## src/rtl/white_ballance_stat.sv

```systemverilog
// Gray-world statistics: zero-latency AXI4-Stream passthrough plus per-frame R/G/B sums latched at end of frame.
// Optional WB_STAT_SAT_EXCL_EN: pixels with any saturated channel are left out of the sums and pixel count.
module white_ballance_stat #(
  parameter int PX_WIDTH      = 10,
  parameter int TDATA_WIDTH   = 32,
  parameter int TDATA_WIDTH_B = 4,
  parameter int TID_WIDTH     = 4,
  parameter int TDEST_WIDTH   = 4,
  parameter int FRAME_RES_X   = 1920,
  parameter int FRAME_RES_Y   = 1080,
  parameter int SUM_WIDTH     = PX_WIDTH + $clog2(FRAME_RES_X * FRAME_RES_Y),
  parameter int CNT_WIDTH     = $clog2(FRAME_RES_X * FRAME_RES_Y + 1)
) (
  input  logic                     clk_i,
  input  logic                     rst_n_i,
  input  logic [TDATA_WIDTH-1:0]   video_i_tdata,
  input  logic [TDATA_WIDTH_B-1:0] video_i_tstrb,
  input  logic [TDATA_WIDTH_B-1:0] video_i_tkeep,
  input  logic                     video_i_tlast,
  input  logic                     video_i_tuser,
  input  logic [TID_WIDTH-1:0]     video_i_tid,
  input  logic [TDEST_WIDTH-1:0]   video_i_tdest,
  input  logic                     video_i_tvalid,
  output logic                     video_i_tready,
  output logic [TDATA_WIDTH-1:0]   video_o_tdata,
  output logic [TDATA_WIDTH_B-1:0] video_o_tstrb,
  output logic [TDATA_WIDTH_B-1:0] video_o_tkeep,
  output logic                     video_o_tlast,
  output logic                     video_o_tuser,
  output logic [TID_WIDTH-1:0]     video_o_tid,
  output logic [TDEST_WIDTH-1:0]   video_o_tdest,
  output logic                     video_o_tvalid,
  input  logic                     video_o_tready,
  output logic [SUM_WIDTH-1:0]     stat_r_sum_o,
  output logic [SUM_WIDTH-1:0]     stat_g_sum_o,
  output logic [SUM_WIDTH-1:0]     stat_b_sum_o,
  output logic [CNT_WIDTH-1:0]     stat_px_cnt_o,
  output logic                     stat_valid_o,
  output logic                     stat_frame_err_o
);

  localparam int XW = $clog2(FRAME_RES_X + 2);
  localparam int YW = $clog2(FRAME_RES_Y + 1);

  typedef enum logic {IDLE, ACC} state_t;

  state_t                 state;
  logic [SUM_WIDTH-1:0]   r_acc, g_acc, b_acc;
  logic [CNT_WIDTH-1:0]   px_acc;
  logic [XW-1:0]          x_cnt;
  logic [YW-1:0]          y_cnt;

  assign video_o_tdata  = video_i_tdata;
  assign video_o_tstrb  = video_i_tstrb;
  assign video_o_tkeep  = video_i_tkeep;
  assign video_o_tlast  = video_i_tlast;
  assign video_o_tuser  = video_i_tuser;
  assign video_o_tid    = video_i_tid;
  assign video_o_tdest  = video_i_tdest;
  assign video_o_tvalid = video_i_tvalid;
  assign video_i_tready = video_o_tready;

  logic [PX_WIDTH-1:0] r_ch, g_ch, b_ch;
  logic                take;
  assign b_ch = video_i_tdata[PX_WIDTH-1:0];
  assign g_ch = video_i_tdata[2*PX_WIDTH-1:PX_WIDTH];
  assign r_ch = video_i_tdata[3*PX_WIDTH-1:2*PX_WIDTH];

`ifdef WB_STAT_SAT_EXCL_EN
  localparam logic [PX_WIDTH-1:0] PX_MAX = '1;
  assign take = !((r_ch == PX_MAX) || (g_ch == PX_MAX) || (b_ch == PX_MAX));
`else
  assign take = 1'b1;
`endif

  logic                 beat, sof, active, line_ok, eof;
  logic                 err_sof, err_eol, err_ovr;
  logic [SUM_WIDTH-1:0] r_nxt, g_nxt, b_nxt;
  logic [CNT_WIDTH-1:0] px_nxt;
  logic [XW-1:0]        x_nxt;
  logic [YW-1:0]        y_base, y_nxt;

  // A SOF beat restarts from zero, so every "next" value is built on a base that SOF clears.
  always_comb begin
    beat    = video_i_tvalid && video_o_tready;
    sof     = beat && video_i_tuser;
    active  = sof || (beat && (state == ACC));
    r_nxt   = (sof ? '0 : r_acc) + (take ? SUM_WIDTH'(r_ch) : '0);
    g_nxt   = (sof ? '0 : g_acc) + (take ? SUM_WIDTH'(g_ch) : '0);
    b_nxt   = (sof ? '0 : b_acc) + (take ? SUM_WIDTH'(b_ch) : '0);
    px_nxt  = (sof ? '0 : px_acc) + CNT_WIDTH'(take);
    x_nxt   = (sof ? '0 : x_cnt) + XW'(1);
    y_base  = sof ? '0 : y_cnt;
    y_nxt   = y_base + YW'(1);
    line_ok = (x_nxt == XW'(FRAME_RES_X));
    err_sof = sof && (state == ACC);
    err_eol = active && video_i_tlast && !line_ok;
    err_ovr = beat && (state == ACC) && !video_i_tuser && !video_i_tlast
              && (x_cnt == XW'(FRAME_RES_X));
    eof     = active && video_i_tlast && line_ok && (y_nxt == YW'(FRAME_RES_Y));
  end

  always_ff @(posedge clk_i or negedge rst_n_i) begin
    if (!rst_n_i) begin
      state            <= IDLE;
      r_acc            <= '0;
      g_acc            <= '0;
      b_acc            <= '0;
      px_acc           <= '0;
      x_cnt            <= '0;
      y_cnt            <= '0;
      stat_r_sum_o     <= '0;
      stat_g_sum_o     <= '0;
      stat_b_sum_o     <= '0;
      stat_px_cnt_o    <= '0;
      stat_valid_o     <= 1'b0;
      stat_frame_err_o <= 1'b0;
    end else begin
      stat_valid_o     <= 1'b0;
      stat_frame_err_o <= 1'b0;
      if (active) begin
        if (err_sof || err_eol || err_ovr)
          stat_frame_err_o <= 1'b1;
        if (err_eol || err_ovr) begin
          state <= IDLE;
        end else if (eof) begin
          stat_r_sum_o  <= r_nxt;
          stat_g_sum_o  <= g_nxt;
          stat_b_sum_o  <= b_nxt;
          stat_px_cnt_o <= px_nxt;
          stat_valid_o  <= 1'b1;
          state         <= IDLE;
        end else begin
          state  <= ACC;
          r_acc  <= r_nxt;
          g_acc  <= g_nxt;
          b_acc  <= b_nxt;
          px_acc <= px_nxt;
          x_cnt  <= video_i_tlast ? '0 : x_nxt;
          y_cnt  <= video_i_tlast ? y_nxt : y_base;
        end
      end
    end
  end

endmodule

```

## config.mk

```make
export PLATFORM = sky130hd
export DESIGN_NAME = white_ballance_stat
export DESIGN_NICKNAME = d
export VERILOG_FILES = /design/src/rtl/white_ballance_stat.sv
export SDC_FILE = /design/constraint.sdc
export NUM_CORES = 1
export LEC_CHECK = 0
export ABC_AREA = 0
export CAP_MARGIN = 25
export CELL_PAD_IN_SITES_DETAIL_PLACEMENT = 1
export CELL_PAD_IN_SITES_GLOBAL_PLACEMENT = 2
export CORE_ASPECT_RATIO = 1.1
export CORE_MARGIN = 10
export CORE_UTILIZATION = 34
export DETAILED_ROUTE_END_ITERATION = 8
export PLACE_DENSITY_LB_ADDON = 0.3
export SLEW_MARGIN = 20
export SYNTH_ARGS = -nofsm -noshare
export SYNTH_HDL_FRONTEND = slang
export SYNTH_SLANG_ARGS = --single-unit
```

## constraint.sdc

```tcl
create_clock -name clk_i -period 3.8 [get_ports clk_i]
set_input_delay 0.57 -clock clk_i [delete_from_list [all_inputs] [get_ports clk_i]]
set_output_delay 0.57 -clock clk_i [all_outputs]
set_load 0.05 [all_outputs]
```

# Word level (Yosys, flattened, before mapping)
# Index checks and enable logic that the tools add are counted.
[classes]
addsub = 6
n_mul = 0
div = 0
order_cmp = 0
eq_ne = 3
n_shift = 0
mux = 15
bitwise = 2
n_reduce_logical = 20
[op_table]
columns = ["operator", "n"]
rows = [
  ["31-bit by 10-bit adder with 31-bit output", 3],
  ["31-bit 2-to-1 mux", 3],
  ["11-bit 2-to-1 mux", 4],
  ["11-bit == test (second input constant)", 3],
  ["11-bit by 1-bit adder with 11-bit output (second input constant)", 2],
  ["21-bit by 1-bit adder with 21-bit output (second input constant)", 1],
  ["21-bit 2-to-1 mux", 1],
  ["1-bit logical AND", 11],
  ["1-bit 2-to-1 mux", 7],
  ["3-bit AND reduction", 2],
  ["1-bit logical OR", 4],
  ["1-bit zero test", 3],
  ["1-bit NOT", 2],
]
[totals]
regBits = 253
latchBits = 0
ramBits = 0
romBits = 0
in_bits = 54
wordCells = 59
mem_count = 0

# Depth between registers and ports, before layout
# Gate-level depths: netlist of the first run.
[logic_depth]
depth_word = 11
ltp_mapped = 18
mapped_depth_nobuf = 12

# Least setup slack after synthesis of the first run
# No wires, ideal clock.
[synth_timing]
path_type = "input to register"
startpoint = "input video_o_tready"
endpoint = "register r_acc[14]"
setup_time_ns = 0.138
arrival_ns = 3.964
t_required_ns = 3.662
setup_slack_ns = -0.302
cell_stages = 16
cell_sequence = "nand3_1 -> clkbuf_1 -> clkbuf_1 -> clkbuf_1 -> clkbuf_1 -> and2_1 -> ha_1 -> inv_1 -> fa_1 -> nor2b_1 -> o31a_1 -> o211ai_1 -> a211oi_1 -> a31oi_1 -> o41ai_1 -> o21ai_0"
[synth_via]
elab_chain_cells = 10
[synth_rtl]
columns = ["element", "line", "text"]
rows = [
  ["start, declared", "33", "input logic video_o_tready,"],
  ["1-bit logical AND (*)", "85", "beat = video_i_tvalid && video_o_tready;"],
  ["1-bit logical AND", "86", "sof = beat && video_i_tuser;"],
  ["11-bit 2-to-1 mux", "92", "x_nxt = (sof ? '0 : x_cnt) + XW'(1);"],
  ["11-bit by 1-bit adder with 11-bit output", "92", ""],
  ["11-bit == test", "95", "line_ok = (x_nxt == XW'(FRAME_RES_X));"],
  ["1-bit zero test", "97", "err_eol = active && video_i_tlast && !line_ok;"],
  ["1-bit logical AND", "97", ""],
  ["1-bit logical OR", "124", "if (err_eol || err_ovr) begin"],
  ["1-bit NOT (no line)", "n/a", ""],
  ["3-bit AND reduction (no line)", "n/a", ""],
  ["end signal, assigned", "135", "r_acc <= r_nxt;"],
  ["end, declared", "48", "logic [SUM_WIDTH-1:0] r_acc, g_acc, b_acc;"],
]
# Every way passes the cells marked *; elsewhere a longest branch is shown, timed or not.
# A chain may end at the register's enable or synchronous reset.

# Final worst setup path of the first run
[layout_timing]
startpoint = "input video_o_tready"
endpoint = "register stat_b_sum_o[24]"
[layout_via]
elab_chain_cells = 10
[layout_rtl]
columns = ["element", "line", "text"]
rows = [
  ["1-bit logical AND (*)", "85", ""],
  ["1-bit logical AND", "86", ""],
  ["11-bit 2-to-1 mux", "92", ""],
  ["11-bit by 1-bit adder with 11-bit output", "92", ""],
  ["11-bit == test", "95", ""],
  ["1-bit zero test", "97", ""],
  ["1-bit logical AND", "97", ""],
  ["1-bit logical OR", "124", ""],
  ["1-bit NOT (no line)", "n/a", ""],
  ["3-bit AND reduction (no line)", "n/a", ""],
  ["end signal, assigned", "129", "stat_b_sum_o <= b_nxt;"],
  ["end, declared", "36", "output logic [SUM_WIDTH-1:0] stat_b_sum_o,"],
]
# Marks and branches as above.

==> impl_metrics.tcl, run 1 <==
set metrics [dict create \
    cts-root-buf "clkbuf_16" \
    critPathRequiredTime_ns 4.26 \
    period_share_pct 91.3 \
    gp_congestion 0.826 \
    dr.pass1.iters 4 \
    synthArstFlopShare_pct 100 \
    antenna_found_initial 0 \
    post_drt_via_cell_ratio 5.45 \
    peakVddDrop_mv 0.383 \
    vias 13100 \
    cts_hold_buf 0 \
    synth_area_leaders "dfrtp_1, nand2_1, o41ai_1" \
    area_delta_synth_final_pct 29.1 \
    synth_seq_cells 253 \
    rsz0062_at_grt "false" \
    worstHoldPathType "in -> async" \
    drv_cap 0 \
    setup.worst_path.end "stat_b_sum_o[24]$_DFFE_PN0P_" \
    synthTopCellsByCount "dfrtp_1, nand2_1, o21ai_0" \
    overflow 0 \
    cts_tree "yes" \
    critPathKind "in -> reg" \
    io_buffers 185 \
    fp.dieW_um 219 \
    drive_gt1_share_pct 15.6 \
    cts_sinks 253 \
    drc 0 \
    n_antenna_cell 0 \
    detail-route-antenna-nets 0 \
    multiInputGateArea_sq_mm 0.00759 \
    slew_viol_final 0 \
    synth_edf_count 0 \
    synth_top_area_share_pct 42.7 \
    netlist.top_cell.by_area "dfrtp_1" \
    crit-reg2reg-launch "y_cnt[1]$_DFFE_PN0P_" \
    core_area_sq_mm 0.0432 \
    leakagePower_nw 7.93 \
    max_slew_margin_pct 39.6 \
    place_ws_ns -0.280 \
    r2r_slack_ns 0.84 \
    syn_area_sq_mm 0.0148 \
    syn_area_per_cell_sq_um 9.28 \
    reg2reg_depth 13 \
    cts_buffer_depth 3 \
    die_h_um 239 \
    wl_per_cell_um 20.3 \
    startpoint "video_o_tready" \
    ctsHtreeMaxLevel 1 \
    insertion_delay_ns 0.59 \
    yosysWarnings 0 \
    path_clk_slew_ns 0.06 \
    ios 222 \
    hold_viol 0 \
    drtIter0Drc 773 \
    grt_pass1_wl_mm 79.3 \
    fmax_mhz 288 \
    syn_nets 1687 \
    fp.dieArea_sq_mm 0.0523 \
    grt_pass1_vias 13900 \
    yosysMostFrequentCell "dfrtp_1" \
    synth_top_flop_cell "dfrtp_1" \
    end_kind "flip-flop" \
    r2r_end "g_acc[28]$_DFFE_PN0P_" \
    powerDensity_mw_per_mm2 482 \
    fill_cells 4927 \
    initial_utilization_pct 34.3 \
    period_minus_slack_ns 3.47 \
    setup_viol 0 \
    critPathArrivalTime_ns 3.93 \
    fin_nets 1891 \
    cts_buffers 31 \
    grt_start_max_net_pins 95 \
    regArea_sq_mm 0.00633 \
    totalWireLength_mm 48.6 \
    synth_cells 1596 \
    row_count 80 \
    status "finished clean" \
    finClkSkew_ns 0.00980 \
    hpwl_mm 34.6 \
    total_power_mw 9.21 \
    ys_seq_area_share_pct 42.7 \
    critPathLaunchType "input pin" \
    path_max_fanout 17 \
    tightest_slew_ns 0.904 \
    grtUsageTotal_pct 18.4 \
    post_cts_buffers 0 \
    finalWorstSetupSlack_ns 0.330 \
    cts_resized 0 \
    ys_types 69 \
    fin_util_pct 44.2 \
]
cell families (layout without fill, tap and decap cells):
kind of cell	count (synthesis)	count (layout)	share of synthesized area, %
adder cells (fa/ha/maj)	37	37	3.28
flip-flops	253	253	42.7
AND/OR/NAND/NOR	523	523	17.4
multiplexers	57	57	4.25
AO/OA/AOI/OAI	447	447	20.4
XOR/XNOR	91	91	5.38
buffers and inverters	188	417	6.51
critical path, cell delays in order:
cell and delay [ns]:
clkdlybuf4s50_1 0.55, nand3_4 0.16, buf_12 0.19, and2_1 0.16, ha_1 0.22, fa_1 0.40, a211oi_1 0.32, o211ai_1 0.19
a41oi_1 0.33, buf_4 0.23, nor2_1 0.13, nand3_1 0.15, xnor2_1 0.18, o21ai_0 0.11
metrics by stage:
| step | setup TNS, ns | hold WS [ns] | cell area [sq um] | instances |
|---|---|---|---|---|
| 2_1_floorplan | 0 | 0.274 | 14800 | 1596 |
| 3_3_place_gp | -3.68 | 0.453 | 18000 | 2341 |
| 3_5_place_dp | -13.97 | 0.462 | 18000 | 2341 |
| 4_1_cts | 0 | 0.0495 | 19100 | 2399 |
| 5_1_grt | 0 | 0.0781 | 19100 | 2399 |
| 6_report | 0 | 0.0240 | 19100 | 2399 |
layout by cell type, fill, tap and decap left out, types with 10 or more instances in the layout:
cell type,n
buf_12,22
inv_1,19
nand2b_1,13
mux2i_1,10
clkdlybuf4s50_1,184
and3_1,22
nor3_1,16
buf_4,133
ha_1,34
nand3_1,57
a31oi_1,34
clkinv_2,11
xor2_1,51
and2_1,44
mux2_2,45
o31ai_1,70
a21o_1,15
o41ai_1,84
clkbuf_16,31
nor4_1,11
xnor2_1,40
nand4_1,24
nand2_1,201
o21ai_0,128
dfrtp_1,253
nor2_1,78
a21oi_1,49
routing by layer:
| layer | vias to the layer above | share of wire [%] | global-route usage, % |
|---|---|---|---|
| li1 | 6218 | - | - |
| met1 | 6571 | 46 | 24.7 |
| met2 | 235 | 47 | 30.2 |
| met3 | 57 | 4.5 | 3.19 |
| met4 | 0 | 2.0 | 4.75 |
| met5 | - | 0 | 0 |
where the power goes:
part	switching, mW	internal [mW]	leakage (nW)
sequential	0.209	2.95	3.44
clock	1.26	1.99	0.552
combinational	1.55	1.25	3.94
cell type report:
class                      instances  share of cell area, %
clock inverter                    21                   1.39
multi-input combinational       1155                   39.7
sequential                       253                   33.1
tap                              574                   3.76
timing repair buffer             340                   17.2
clock buffer                      37                   4.44
inverter                          19                  0.373
registers in the layout, summed over array words and instances (netlist names), 11 cells and up:
name,count
r_acc,31
stat_r_sum_o,31
stat_g_sum_o,31
y_cnt,11
g_acc,31
stat_b_sum_o,31
px_acc,21
x_cnt,11
b_acc,31
stat_px_cnt_o,21
worst min-delay path by stage:
stage	from	to	slack (ns)
after floorplan	rst_n_i	b_acc[0]$_DFFE_PN0P_	0.27
after global placement	stat_b_sum_o[22]$_DFFE_PN0P_	stat_b_sum_o[22]$_DFFE_PN0P_	0.45
after detailed placement	stat_r_sum_o[0]$_DFFE_PN0P_	stat_r_sum_o[0]$_DFFE_PN0P_	0.46
after CTS	rst_n_i	stat_b_sum_o[17]$_DFFE_PN0P_	0.05
after global routing	rst_n_i	stat_b_sum_o[17]$_DFFE_PN0P_	0.08
final	rst_n_i	stat_b_sum_o[17]$_DFFE_PN0P_	0.02
Note: power is estimated with default switching activity, not from simulation.
==> inputs of run 2 (changes only) <==
Settings changed: CELL_PAD_IN_SITES_DETAIL_PLACEMENT 1 to unset, CELL_PAD_IN_SITES_GLOBAL_PLACEMENT 2 to unset, CORE_UTILIZATION 34 to 60.
Clock period 3.8 ns to 4.35 ns, I/O delays scaled along.
==> run 2 against run 1 <==
- setup slack better by 0.19 ns
- clock power is 26% lower
- critical endpoint is now r_acc[30]$_DFFE_PN0P_
- final cell count is 15% lower
- critical path depth stayed put
- global-route usage is 5.9 points higher
- clock skew is 0.016 ns higher
- sequential power is 13% lower
- combinational power is 23% lower
- largest cell class unchanged
- register-to-register slack better by 0.09 ns
- largest power group is now registers
==> impl_metrics.tcl, run 2 (synthesis results as in run 1) <==
set metrics [dict create \
    status "finished clean" \
    post_drt_via_cell_ratio 6.30 \
    rsz0062_at_grt "false" \
    grtUsageMet1_pct 33.1 \
    hold_viol 0 \
    hpwl_mm 26.0 \
    fmax_mhz 261 \
    max_slew_margin_pct 33.1 \
    critPathArrivalTime_ns 4.23 \
    p_clk_share_pct 32.7 \
    grt_start_max_net_pins 135 \
    critPathKind "in -> reg" \
    tightest_slew_ns 1.00 \
    crit_buf_inv 3 \
    cts-root-buf "clkbuf_16" \
    core_area_sq_mm 0.0244 \
    sw_frac_of_total_pct 32.5 \
    dr.pass1.iters 5 \
    cp_top_family "compound AO/OA/AOI/OAI gates" \
    cp_cell_sequence "clkdlybuf4s50_1 -> nand3_4 -> buf_4 -> and2_1 -> ha_1 -> inv_1 -> fa_1 -> nor2b_1 -> o31a_1 -> o211ai_1 -> a21oi_1 -> a31oi_1 -> o41ai_1 -> o31ai_1" \
    final_cell_mix "dfrtp_1, nand2_1, clkdlybuf4s50_1" \
    n_antenna_cell 0 \
    critPathRequiredTime_ns 4.75 \
    postLayoutCellArea_sq_mm 0.0177 \
    overflow 0 \
    p_int_mw 4.93 \
    detail-route-antenna-nets 0 \
    p_sw_mw 2.37 \
    drive_gt1_share_pct 10.1 \
    worstHoldPathType "in -> async" \
    end_kind "flip-flop" \
    antenna_found_initial 0 \
    insertion_delay_ns 0.55 \
    wl_per_cell_um 19.1 \
    fin_nets 1791 \
    area_delta_synth_final_pct 19.5 \
    crit_slowest_cell "a21oi_1" \
    final_common_cell "dfrtp_1" \
    ios 222 \
    period_share_pct 87.9 \
    p_seq_share_pct 37.7 \
    critPathLaunchType "input pin" \
    io_buffers 185 \
    grt_pass1_wl_mm 64.2 \
    cts_hold_buf 0 \
    fp.dieW_um 170 \
    grtUsageTotal_pct 24.3 \
    grt_util_met3_pct 5.58 \
    powerDensity_mw_per_mm2 412 \
    slew_viol_final 0 \
    cts_sinks 253 \
    top_usage_layer "met2" \
    fp.dieArea_sq_mm 0.0314 \
    grt_pass1_vias 12400 \
    ctsHtreeMaxLevel 1 \
    initial_utilization_pct 60.7 \
    cts_buffer_depth 3 \
    period_minus_slack_ns 3.82 \
    setup_viol 0 \
    post_cts_buffers 0 \
    cts_tree "yes" \
    leakagePower_nw 7.30 \
    die_h_um 185 \
    cts_buffers 27 \
    grt_use_met2_pct 38.8 \
    drv_cap 0 \
    totalWireLength_mm 38.7 \
    drtIter0Drc 1290 \
    comb_power_share_pct 29.5 \
    row_count 60 \
    crit_path_max_incr_delay_ns 0.68 \
    tns_ns 0 \
    dpl_cell_area_sq_mm 0.0167 \
    path_clk_slew_ns 0.06 \
    vias 12800 \
    peakVddDrop_mv 0.402 \
    finClkSkew_ns 0.0260 \
    path_max_fanout 19 \
    cts_resized 0 \
    gp_congestion 0.903 \
    drc 0 \
]
## run 2: cell type report
cell class              instances  area (sq um)
multi-input cells            1155          7580
fillers                      1770          6700
flip-flops and latches        253          6330
repair buffers                244          2410
clock buffers                  37           783
well taps                     310           388
clock inverters                12           144
inverters                      19          71.3
## run 2: stage by stage
| stage | cells | power (mW) | hold WS, ns | setup WS [ns] | util (%) |
|---|---|---|---|---|---|
| final | 2030 | 7.30 | 0.0816 | 0.525 | 72.6 |
| after floorplan | 1596 | 4.38 | 0.357 | 0.166 | - |
| after CTS | 2029 | 7.32 | 0.305 | 0.586 | 72.4 |
| after global routing | 2030 | 7.72 | 0.101 | 0.238 | 72.6 |
| after detailed placement | 1980 | 4.91 | 0.460 | 0.00789 | 68.6 |
| after global placement | 1980 | 4.83 | 0.452 | 0.0918 | 68.6 |
## run 2: per-layer routing
metal,vias up,routed length (um)
li1,6029,-
met1,6190,16700
met2,524,18200
met3,42,3320
met4,0,531
met5,-,0
## run 2: path summary, 6_finish.rpt
path	end	cells after the start	startpoint	slack [ns]
min	stat_b_sum_o[15]$_DFFE_PN0P_	1	rst_n_i	0.08
max in group asynchronous	stat_r_sum_o[5]$_DFFE_PN0P_	3	rst_n_i	3.09
max	r_acc[30]$_DFFE_PN0P_	14	video_o_tready	0.53
max reg2reg	r_acc[6]$_DFFE_PN0P_	11	y_cnt[1]$_DFFE_PN0P_	0.93
min in group clk_i	stat_r_sum_o[4]$_DFFE_PN0P_	2	stat_r_sum_o[4]$_DFFE_PN0P_	0.47
min reg2reg	stat_r_sum_o[4]$_DFFE_PN0P_	2	stat_r_sum_o[4]$_DFFE_PN0P_	0.47
## run 2: power groups by stage
| stage | clock [mW] | sequential [mW] | combinational (mW) |
|---|---|---|---|
| 2_1_floorplan | 0 | 2.72 | 1.67 |
| 3_3_place_gp | 0 | 2.78 | 2.05 |
| 3_5_place_dp | 0 | 2.79 | 2.12 |
| 4_1_cts | 2.42 | 2.75 | 2.14 |
| 5_1_grt | 2.53 | 2.78 | 2.41 |
| 6_report | 2.39 | 2.75 | 2.16 |
==> inputs of run 3 (changes only) <==
Settings changed: ABC_AREA 0 to unset.
==> results of run 3 <==
No change in the layout: final DEF, timing and power equal those of run 2.
